[src/rtl/kb_code_fifo.sv]
// PS/2 key-release code FIFO: stores {scan code, ASCII} pairs translated at push time,
// first-word fall-through head, sticky overflow flag for codes dropped while full.
`timescale 1ns/1ps

module kb_code_fifo #(
  parameter int ADDR_W = 3
) (
  input  logic            clk,
  input  logic            reset_n,
  input  logic            got_code_tick,
  input  logic [7:0]      scan_code,
  input  logic            rd,
  input  logic            clr_ovf,
  output logic [7:0]      key_code,
  output logic [7:0]      ascii,
  output logic            empty,
  output logic            full,
  output logic [ADDR_W:0] count,
  output logic            overflow
);

  localparam int              DEPTH    = 2 ** ADDR_W;
  localparam logic [ADDR_W:0] FULL_CNT = (ADDR_W + 1)'(DEPTH);

  logic [15:0]       mem_q [DEPTH];
  logic [ADDR_W-1:0] wr_ptr_q, wr_ptr_d;
  logic [ADDR_W-1:0] rd_ptr_q, rd_ptr_d;
  logic [ADDR_W:0]   count_q,  count_d;
  logic              ovf_q,    ovf_d;
  logic              armed_q;
  logic              do_push, do_pop, drop;
  logic [15:0]       head;

  function automatic logic [7:0] to_ascii(input logic [7:0] code);
    case (code)
      8'h1C: return 8'h41;  8'h32: return 8'h42;  8'h21: return 8'h43;
      8'h23: return 8'h44;  8'h24: return 8'h45;  8'h2B: return 8'h46;
      8'h34: return 8'h47;  8'h33: return 8'h48;  8'h43: return 8'h49;
      8'h3B: return 8'h4A;  8'h42: return 8'h4B;  8'h4B: return 8'h4C;
      8'h3A: return 8'h4D;  8'h31: return 8'h4E;  8'h44: return 8'h4F;
      8'h4D: return 8'h50;  8'h15: return 8'h51;  8'h2D: return 8'h52;
      8'h1B: return 8'h53;  8'h2C: return 8'h54;  8'h3C: return 8'h55;
      8'h2A: return 8'h56;  8'h1D: return 8'h57;  8'h22: return 8'h58;
      8'h35: return 8'h59;  8'h1A: return 8'h5A;
      8'h45: return 8'h30;  8'h16: return 8'h31;  8'h1E: return 8'h32;
      8'h26: return 8'h33;  8'h25: return 8'h34;  8'h2E: return 8'h35;
      8'h36: return 8'h36;  8'h3D: return 8'h37;  8'h3E: return 8'h38;
      8'h46: return 8'h39;
      8'h29: return 8'h20;  8'h5A: return 8'h0D;  8'h66: return 8'h08;
      8'h76: return 8'h1B;
      default: return 8'h3F;
    endcase
  endfunction

  assign empty    = (count_q == '0);
  assign full     = (count_q == FULL_CNT);
  assign count    = count_q;
  assign overflow = ovf_q;

  // armed_q is low for the first edge after reset release, so a tick landing on
  // that edge is ignored whichever way the release races the clock.
  assign do_pop  = rd && !empty;
  assign do_push = got_code_tick && armed_q && (!full || do_pop);
  assign drop    = got_code_tick && armed_q && full && !rd;

  always_comb begin
    // NOTE: every always_comb output gets a default first so no path can infer a latch.
    wr_ptr_d = wr_ptr_q;
    rd_ptr_d = rd_ptr_q;
    count_d  = count_q;
    ovf_d    = ovf_q;
    if (do_push) wr_ptr_d = wr_ptr_q + ADDR_W'(1);
    if (do_pop)  rd_ptr_d = rd_ptr_q + ADDR_W'(1);
    case ({do_push, do_pop})
      2'b10:   count_d = count_q + (ADDR_W + 1)'(1);
      2'b01:   count_d = count_q - (ADDR_W + 1)'(1);
      default: count_d = count_q;
    endcase
    if (drop)         ovf_d = 1'b1;
    else if (clr_ovf) ovf_d = 1'b0;
  end

  // NOTE: sequential state uses non-blocking assignments so every flop samples pre-edge values.
  always_ff @(posedge clk or negedge reset_n) begin
    if (!reset_n) begin
      wr_ptr_q <= '0;
      rd_ptr_q <= '0;
      count_q  <= '0;
      ovf_q    <= 1'b0;
      armed_q  <= 1'b0;
    end else begin
      wr_ptr_q <= wr_ptr_d;
      rd_ptr_q <= rd_ptr_d;
      count_q  <= count_d;
      ovf_q    <= ovf_d;
      armed_q  <= 1'b1;
    end
  end

  // NOTE: storage has no reset; stale entries are masked by empty on the outputs.
  always_ff @(posedge clk) begin
    if (do_push) mem_q[wr_ptr_q] <= {scan_code, to_ascii(scan_code)};
  end

  assign head     = mem_q[rd_ptr_q];
  assign key_code = empty ? 8'h00 : head[15:8];
  assign ascii    = empty ? 8'h00 : head[7:0];

endmodule

[config.mk]
export PLATFORM = sky130hd
export DESIGN_NAME = kb_code_fifo
export DESIGN_NICKNAME = d
export VERILOG_FILES = /design/src/rtl/kb_code_fifo.sv
export SDC_FILE = /design/constraint.sdc
export NUM_CORES = 1
export LEC_CHECK = 0
export ABC_AREA = 0
export CAP_MARGIN = 5
export CORE_MARGIN = 2
export CORE_UTILIZATION = 40
export CTS_BUF_LIST = sky130_fd_sc_hd__clkbuf_4 sky130_fd_sc_hd__clkbuf_8
export CTS_CLUSTER_SIZE = 40
export DETAILED_ROUTE_END_ITERATION = 8
export GPL_ROUTABILITY_DRIVEN = 1
export SLEW_MARGIN = 10
export SYNTH_ARGS = -nofsm -noshare
export SYNTH_HDL_FRONTEND = slang
export SYNTH_SLANG_ARGS = --single-unit
[constraint.sdc]
create_clock -name clk -period 2.6 [get_ports clk]
set_input_delay 0.39 -clock clk [delete_from_list [all_inputs] [get_ports clk]]
set_output_delay 0.39 -clock clk [all_outputs]
set_load 0.05 [all_outputs]
==> reports/summary.txt, run 1 <==
outcome: finished clean
number of hold-slack violations in the final timing report: 0
highest clock rate: 408 MHz
global placer's final weighted congestion: 0.848
endpoints failing setup: 0
count of flip-flops with a built-in enable after synthesis: 120
portion of the post-synthesis area used by sequential elements: 64.9%
initial drt markers: 300
startpoint type of the worst setup path: register
die boundary width: 127 um
static leakage: 2.65 nW
core occupancy in the finished layout: 50.4%
post-layout net count: 506
path type of the worst setup path: register to output pin
Synthesis Warnings: 0
maximum number of pins on one net before global-route repair: 33
Period minus WS final: 2.45 ns
MaxCap Viol Count: 0
IO Port Bufs: 34
sinks on the clock net: 132
cts bufs inserted: 17
slew at the pin closest to its max-slew limit: 0.567 ns
Resized Gates After CTS: 0
average cell area after synthesis: 15.2 um2
half-perimeter wire length of the detailed placement result: 8.75 mm
top cell type by total area after synthesis: sky130_fd_sc_hd__edfxtp_1
endpoint class of the critical path: output pin
starting density of the core: 41.2%
RSZ-0062 raised after global routing: yes
clock tree root driver cell: sky130_fd_sc_hd__clkbuf_8
max_slew headroom: 62.1%
Max VDD drop: 0.465 mV
area of the placeable core: 0.0146 mm2
deepest level of the CTS H-tree: 4
worst flop-to-flop path endpoint: mem_q[2][3]
Setup TNS: 0 ns
post-synthesis async set-or-reset flop share: 9.09%
number of cells on the worst reg-to-reg path: 5
number of hold buffers added after CTS: 0
Die ar.: 0.0160 mm2
ant diodes: 0
top cells by area in the synthesized netlist: sky130_fd_sc_hd__edfxtp_1 60%, sky130_fd_sc_hd__mux4_2 11%, sky130_fd_sc_hd__dfrtp_1 5.0%
count of distinct cell types in the synthesized netlist: 55
Layout area overhead: 22.4%
post-DR wirelength/cell: 19.6 um
ranking of synthesized cells by instance count: 120 x sky130_fd_sc_hd__edfxtp_1, 37 x sky130_fd_sc_hd__nor2_1, 30 x sky130_fd_sc_hd__mux4_2, 27 x sky130_fd_sc_hd__nand2_1, 17 x sky130_fd_sc_hd__mux2i_1
maximum buffer depth of the clock tree: 2
Layout Skew: 0.00947 ns
maximum fanout along the worst path: 16
Crit path arrival time: 2.06 ns
Chip Height: 127 um
first-pass GRT wire length: 21.3 mm
Critical path origin: rd_ptr_q[0]
number of top-level pins: 36
global-route congestion overflow total: 0
CP endpoint: ascii[0]
Routed WL: 13.3 mm
final routed DRC violation total: 0
latest clock arrival within the worst-skew pair: 0.44 ns
worst hold path type: input pin to async pin
area of the mapped netlist: 0.00601 mm2
required time at the endpoint of the critical path: 2.21 ns
CTS clk-pin slew, worst paths: 0.08 ns
CTS tree: yes
startpoint of the worst register-to-register path: count[0]
remaining antenna violation count: 0
via density per instance: 5.39
number of global-route vias before repair: 3812
Synthesized Nets: 419
post-layout instance area: 0.00736 mm2
initial antenna violation count: 0
count of state elements after synthesis: 132
Worst R2R Setup Slack: 0.40 ns
Cell Rows: 44
total track usage: 17.9%
commonest register cell after synthesis: sky130_fd_sc_hd__edfxtp_1
share of the synthesized area in the top cell type: 60.0%
routed vias: 3663
most common cell in the netlist: sky130_fd_sc_hd__edfxtp_1
proportion of layout cells with a drive suffix above 1: 28.9%
final worst-path cycle share: 94.3%
synthesized instance count: 395
max-slew violations: 0
Post-DP Area: 0.00694 mm2
power per unit of standard cell area: 1010 mW/mm2
first-pass iteration count of the detailed router: 4
-- cell families after synthesis --
kind of cell             count (synthesis)  share of synthesized area, %
AO/OA/AOI/OAI                           60                          6.77
buffers and inverters                   35                          2.60
AND/OR/NAND/NOR                         99                          7.81
other                                    2                         0.125
adder cells (fa/ha/maj)                 11                          2.29
flip-flops                             132                          64.9
multiplexers                            49                          14.4
XOR/XNOR                                 7                          1.02
-- worst max-delay path, stage by stage, from the launching register on --
cell and delay (ns):
sky130_fd_sc_hd__dfrtp_2 0.44, sky130_fd_sc_hd__buf_12 0.20, sky130_fd_sc_hd__mux4_2 0.52, sky130_fd_sc_hd__mux2i_1 0.20, sky130_fd_sc_hd__nor2_1 0.06, sky130_fd_sc_hd__buf_4 0.19
-- repair_timing --
item / CTS / global route
hold endpoints to repair: 0 / 0
setup buffers: 0 / 0
setup endpoints to repair: 0 / 8
-- cells in the final DEF (no fill, tap or decap), types with 9 or more instances in the layout --
cell / n
sky130_fd_sc_hd__inv_1: 9
sky130_fd_sc_hd__dfrtp_1: 11
sky130_fd_sc_hd__clkdlybuf4s50_1: 17
sky130_fd_sc_hd__buf_4: 69
sky130_fd_sc_hd__nand2_1: 27
sky130_fd_sc_hd__clkbuf_8: 17
sky130_fd_sc_hd__mux4_2: 30
sky130_fd_sc_hd__mux2i_1: 17
sky130_fd_sc_hd__ha_1: 11
sky130_fd_sc_hd__nor2_1: 37
sky130_fd_sc_hd__edfxtp_1: 120
sky130_fd_sc_hd__a21oi_1: 16
-- metrics by stage --
| step | hold WS, ns | setup WS [ns] | instances | power, mW |
|---|---|---|---|---|
| after global routing | 0.329 | -0.00313 | 679 | 7.84 |
| after floorplan | 0.0944 | -0.0213 | 395 | 4.86 |
| after detailed placement | 0.513 | 0.0105 | 646 | 5.81 |
| final | 0.313 | 0.148 | 679 | 7.46 |
| after CTS | 0.300 | 0.0256 | 678 | 7.49 |
| after global placement | 0.505 | 0.0392 | 646 | 5.77 |
-- state kept, by name (all words and copies together), names as in the netlist --
| signal | cells |
|---|---|
| armed_q | 1 |
| rd_ptr_q | 3 |
| wr_ptr_q | 3 |
| mem_q | 120 |
| overflow | 1 |
| count | 4 |
-- worst min path at each step --
stage                        start       end  cells past startpoint
after floorplan            reset_n   armed_q                      0
after global placement    overflow  overflow                      2
after detailed placement  overflow  overflow                      2
after CTS                  reset_n  count[2]                      1
after global routing       reset_n  count[2]                      1
final                      reset_n  count[2]                      1
-- final cells by class --
type / count / area [um2]
Clock buffer: 17 / 234
Clock inverter: 15 / 155
Fill cell: 1198 / 7230
Inverter: 10 / 37.5
Multi-Input combinational cell: 228 / 1960
Sequential cell: 132 / 3910
Tap cell: 184 / 230
Timing Repair Buffer: 93 / 833
-- routing by layer --
layer / vias up / GRT usage, % / share of wire (%)
li1: 1710 / - / -
met1: 1841 / 24.1 / 44
met2: 102 / 28.3 / 49
met3: 10 / 4.51 / 5.4
met4: 0 / 6.21 / 1.1
met5: - / 0 / 0
-- report_power, final --
| group | switching, mW | total, mW | internal (mW) |
|---|---|---|---|
| Sequential | 0.138 | 2.64 | 2.50 |
| Clock | 0.826 | 1.68 | 0.858 |
| Combinational | 1.89 | 3.14 | 1.25 |
(Power assumes the default switching activity.)
==> run 2: changes to the inputs <==
--- a/config.mk
+++ b/config.mk
@@ -8,7 +8,7 @@
 export ABC_AREA = 0
 export CAP_MARGIN = 5
 export CORE_MARGIN = 2
-export CORE_UTILIZATION = 40
+export CORE_UTILIZATION = 30
 export CTS_BUF_LIST = sky130_fd_sc_hd__clkbuf_4 sky130_fd_sc_hd__clkbuf_8
 export CTS_CLUSTER_SIZE = 40
 export DETAILED_ROUTE_END_ITERATION = 8
==> constraint.sdc (replaced) <==
create_clock -name clk -period 2.6 [get_ports clk]
set_input_delay 0.39 -clock clk [delete_from_list [all_inputs] [get_ports clk]]
set_output_delay 0.39 -clock clk [all_outputs]
set_load 0.1 [all_outputs]
==> run 2 against run 1 <==
Register-to-register slack better by 0.07 ns. Highest routed layer unchanged. Critical endpoint is now key_code[4]. Largest power group unchanged. Total power rose by 25%. Global-route usage fell by 4.3 points.
==> reports/summary.txt, run 2 (same netlist as run 1, synthesis figures left out) <==
Final Worst Setup Slack: 0.110 ns
Layout Skew: 0.00797 ns
endpoint class of the critical path: output pin
Die ar.: 0.0212 mm2
Cell Rows: 51
area of the placeable core: 0.0196 mm2
maximum fanout along the worst path: 16
global-route congestion overflow total: 0
Routed WL: 13.7 mm
area taken by multi-input logic gates: 0.00208 mm2
Worst R2R Setup Slack: 0.47 ns
total track usage: 13.6%
maximum number of pins on one net before global-route repair: 33
global placer's final weighted congestion: 0.826
final worst-path cycle share: 95.8%
flip-flop count of the largest register, all copies and words added: 120
P_sw: 3.94 mW
sequential share of power: 28.4%
final routed DRC violation total: 0
Chip Height: 146 um
worst flop-to-flop path endpoint: mem_q[1][1]
initial antenna violation count: 0
most common cell after layout, fill and taps aside: sky130_fd_sc_hd__edfxtp_1
max_slew headroom: 53.9%
endpoints failing setup: 0
IO Port Bufs: 34
power per unit of standard cell area: 1200 mW/mm2
CTS clk-pin slew, worst paths: 0.07 ns
max-slew violations: 0
ant diodes: 0
RSZ-0062 raised after global routing: no
sinks on the clock net: 132
MaxCap Viol Count: 0
number of cells on the worst reg-to-reg path: 6
power share of the clock group: 18.8%
Max VDD drop: 0.504 mV
startpoint of the worst register-to-register path: count[0]
largest register by flop count: mem_q
post-layout net count: 498
Post-DP Area: 0.00734 mm2
number of hold-slack violations in the final timing report: 0
internal power: 5.41 mW
first-pass iteration count of the detailed router: 5
placement-stage worst setup slack: -0.171 ns
clock tree root driver cell: sky130_fd_sc_hd__clkbuf_8
Crit path arrival time: 2.10 ns
remaining antenna violation count: 0
post-DR wirelength/cell: 18.3 um
outcome: finished clean
deepest level of the CTS H-tree: 4
footprint of the flip-flops and latches: 0.00391 mm2
routed vias: 3674
cts bufs inserted: 17
initial drt markers: 272
placed cell count: 719
startpoint type of the worst setup path: register
Net Sw Frac: 42.2%
post-layout instance area: 0.00780 mm2
CTS tree: yes
Period minus WS final: 2.49 ns
starting density of the core: 30.7%
required time at the endpoint of the critical path: 2.21 ns
first-pass GRT wire length: 21.7 mm
number of hold buffers added after CTS: 0
Layout area overhead: 29.7%
latest clock arrival within the worst-skew pair: 0.44 ns
number of top-level pins: 36
highest clock rate: 402 MHz
path type of the worst setup path: register to output pin
Post-CTS Setup Repair Bufs: 0
half-perimeter wire length of the detailed placement result: 8.75 mm
proportion of layout cells with a drive suffix above 1: 32.7%
leading cell types in the layout, fill and taps excluded: 120 x sky130_fd_sc_hd__edfxtp_1, 44 x sky130_fd_sc_hd__buf_4, 30 x sky130_fd_sc_hd__mux4_2, 28 x sky130_fd_sc_hd__buf_12, 27 x sky130_fd_sc_hd__nand2_1
via density per instance: 4.89
core occupancy in the finished layout: 39.8%
Layout Cells excl Fill: 751
worst hold path type: input pin to async pin
die boundary width: 146 um
slew at the pin closest to its max-slew limit: 0.691 ns
number of global-route vias before repair: 3861
static leakage: 2.71 nW
maximum buffer depth of the clock tree: 2
relative contribution of combinational cells to total power: 52.8%
final hold slack: 0.325 ns
fill cell instance count of the final layout: 1850
## run 2: changes by cell type in the layout (fill, tap and decap cells not counted), sizes merged, moves of 2 or more
cell	change
inv	-5
clkdlybuf4s50	-5
bufinv	+2
buf	-3
clkinv	+2
## run 2: critical path, cell delays in order, from the launching register on
cell,delay [ns]
sky130_fd_sc_hd__dfrtp_2,0.42
sky130_fd_sc_hd__clkbuf_16,0.23
sky130_fd_sc_hd__mux4_2,0.52
sky130_fd_sc_hd__mux2i_1,0.25
sky130_fd_sc_hd__nor2_4,0.06
sky130_fd_sc_hd__buf_12,0.17
## run 2: worst max path at each step
| stage | slack (ns) | start | endpoint | cells after the start |
|---|---|---|---|---|
| 2_1_floorplan | -0.09 | rd_ptr_q[1] | key_code[0] | 4 |
| 3_3_place_gp | -0.08 | scan_code[0] | mem_q[4][4] | 9 |
| 4_1_cts | 0.001 | rd_ptr_q[0] | ascii[0] | 5 |
| 5_1_grt | 0.007 | rd_ptr_q[0] | ascii[2] | 5 |
| 3_5_place_dp | -0.17 | scan_code[0] | mem_q[5][6] | 8 |
| 6_report | 0.11 | rd_ptr_q[0] | key_code[4] | 5 |
## run 2: metrics by stage
stage | TNS [ns] | total power [mW]
6_report | 0 | 9.36
5_1_grt | 0 | 9.75
3_5_place_dp | -5.28 | 7.58
2_1_floorplan | -0.525 | 5.98
3_3_place_gp | -2.29 | 7.54
4_1_cts | 0 | 9.41
## run 2: cell type report
class	count	area share [%]
sequential	132	50.1
multi-input combinational	228	26.6
timing repair buffer	85	13.3
tap	265	4.25
clock buffer	18	3.10
clock inverter	13	2.12
inverter	10	0.481
## run 2: timing repair
action                                  CTS  global route
pin swaps                                 0             0
gates resized for setup                   5             1
endpoints found under the setup margin    4            11
cloned                                    0             1
## run 2: power by group through the flow
stage	Clock [mW]	Sequential, mW	Combinational, mW
2_1_floorplan	0	2.83	3.16
3_3_place_gp	0	2.67	4.87
3_5_place_dp	0	2.69	4.89
4_1_cts	1.81	2.65	4.96
5_1_grt	1.89	2.67	5.18
6_report	1.76	2.65	4.95
## run 2: metal layers
metal / vias to the layer above / track usage [%] / share of wire (%)
li1: 1685 / - / -
met1: 1868 / 17.2 / 43
met2: 95 / 22.4 / 50
met3: 26 / 3.32 / 4.6
met4: 0 / 5.44 / 2.3
met5: - / 0 / 0
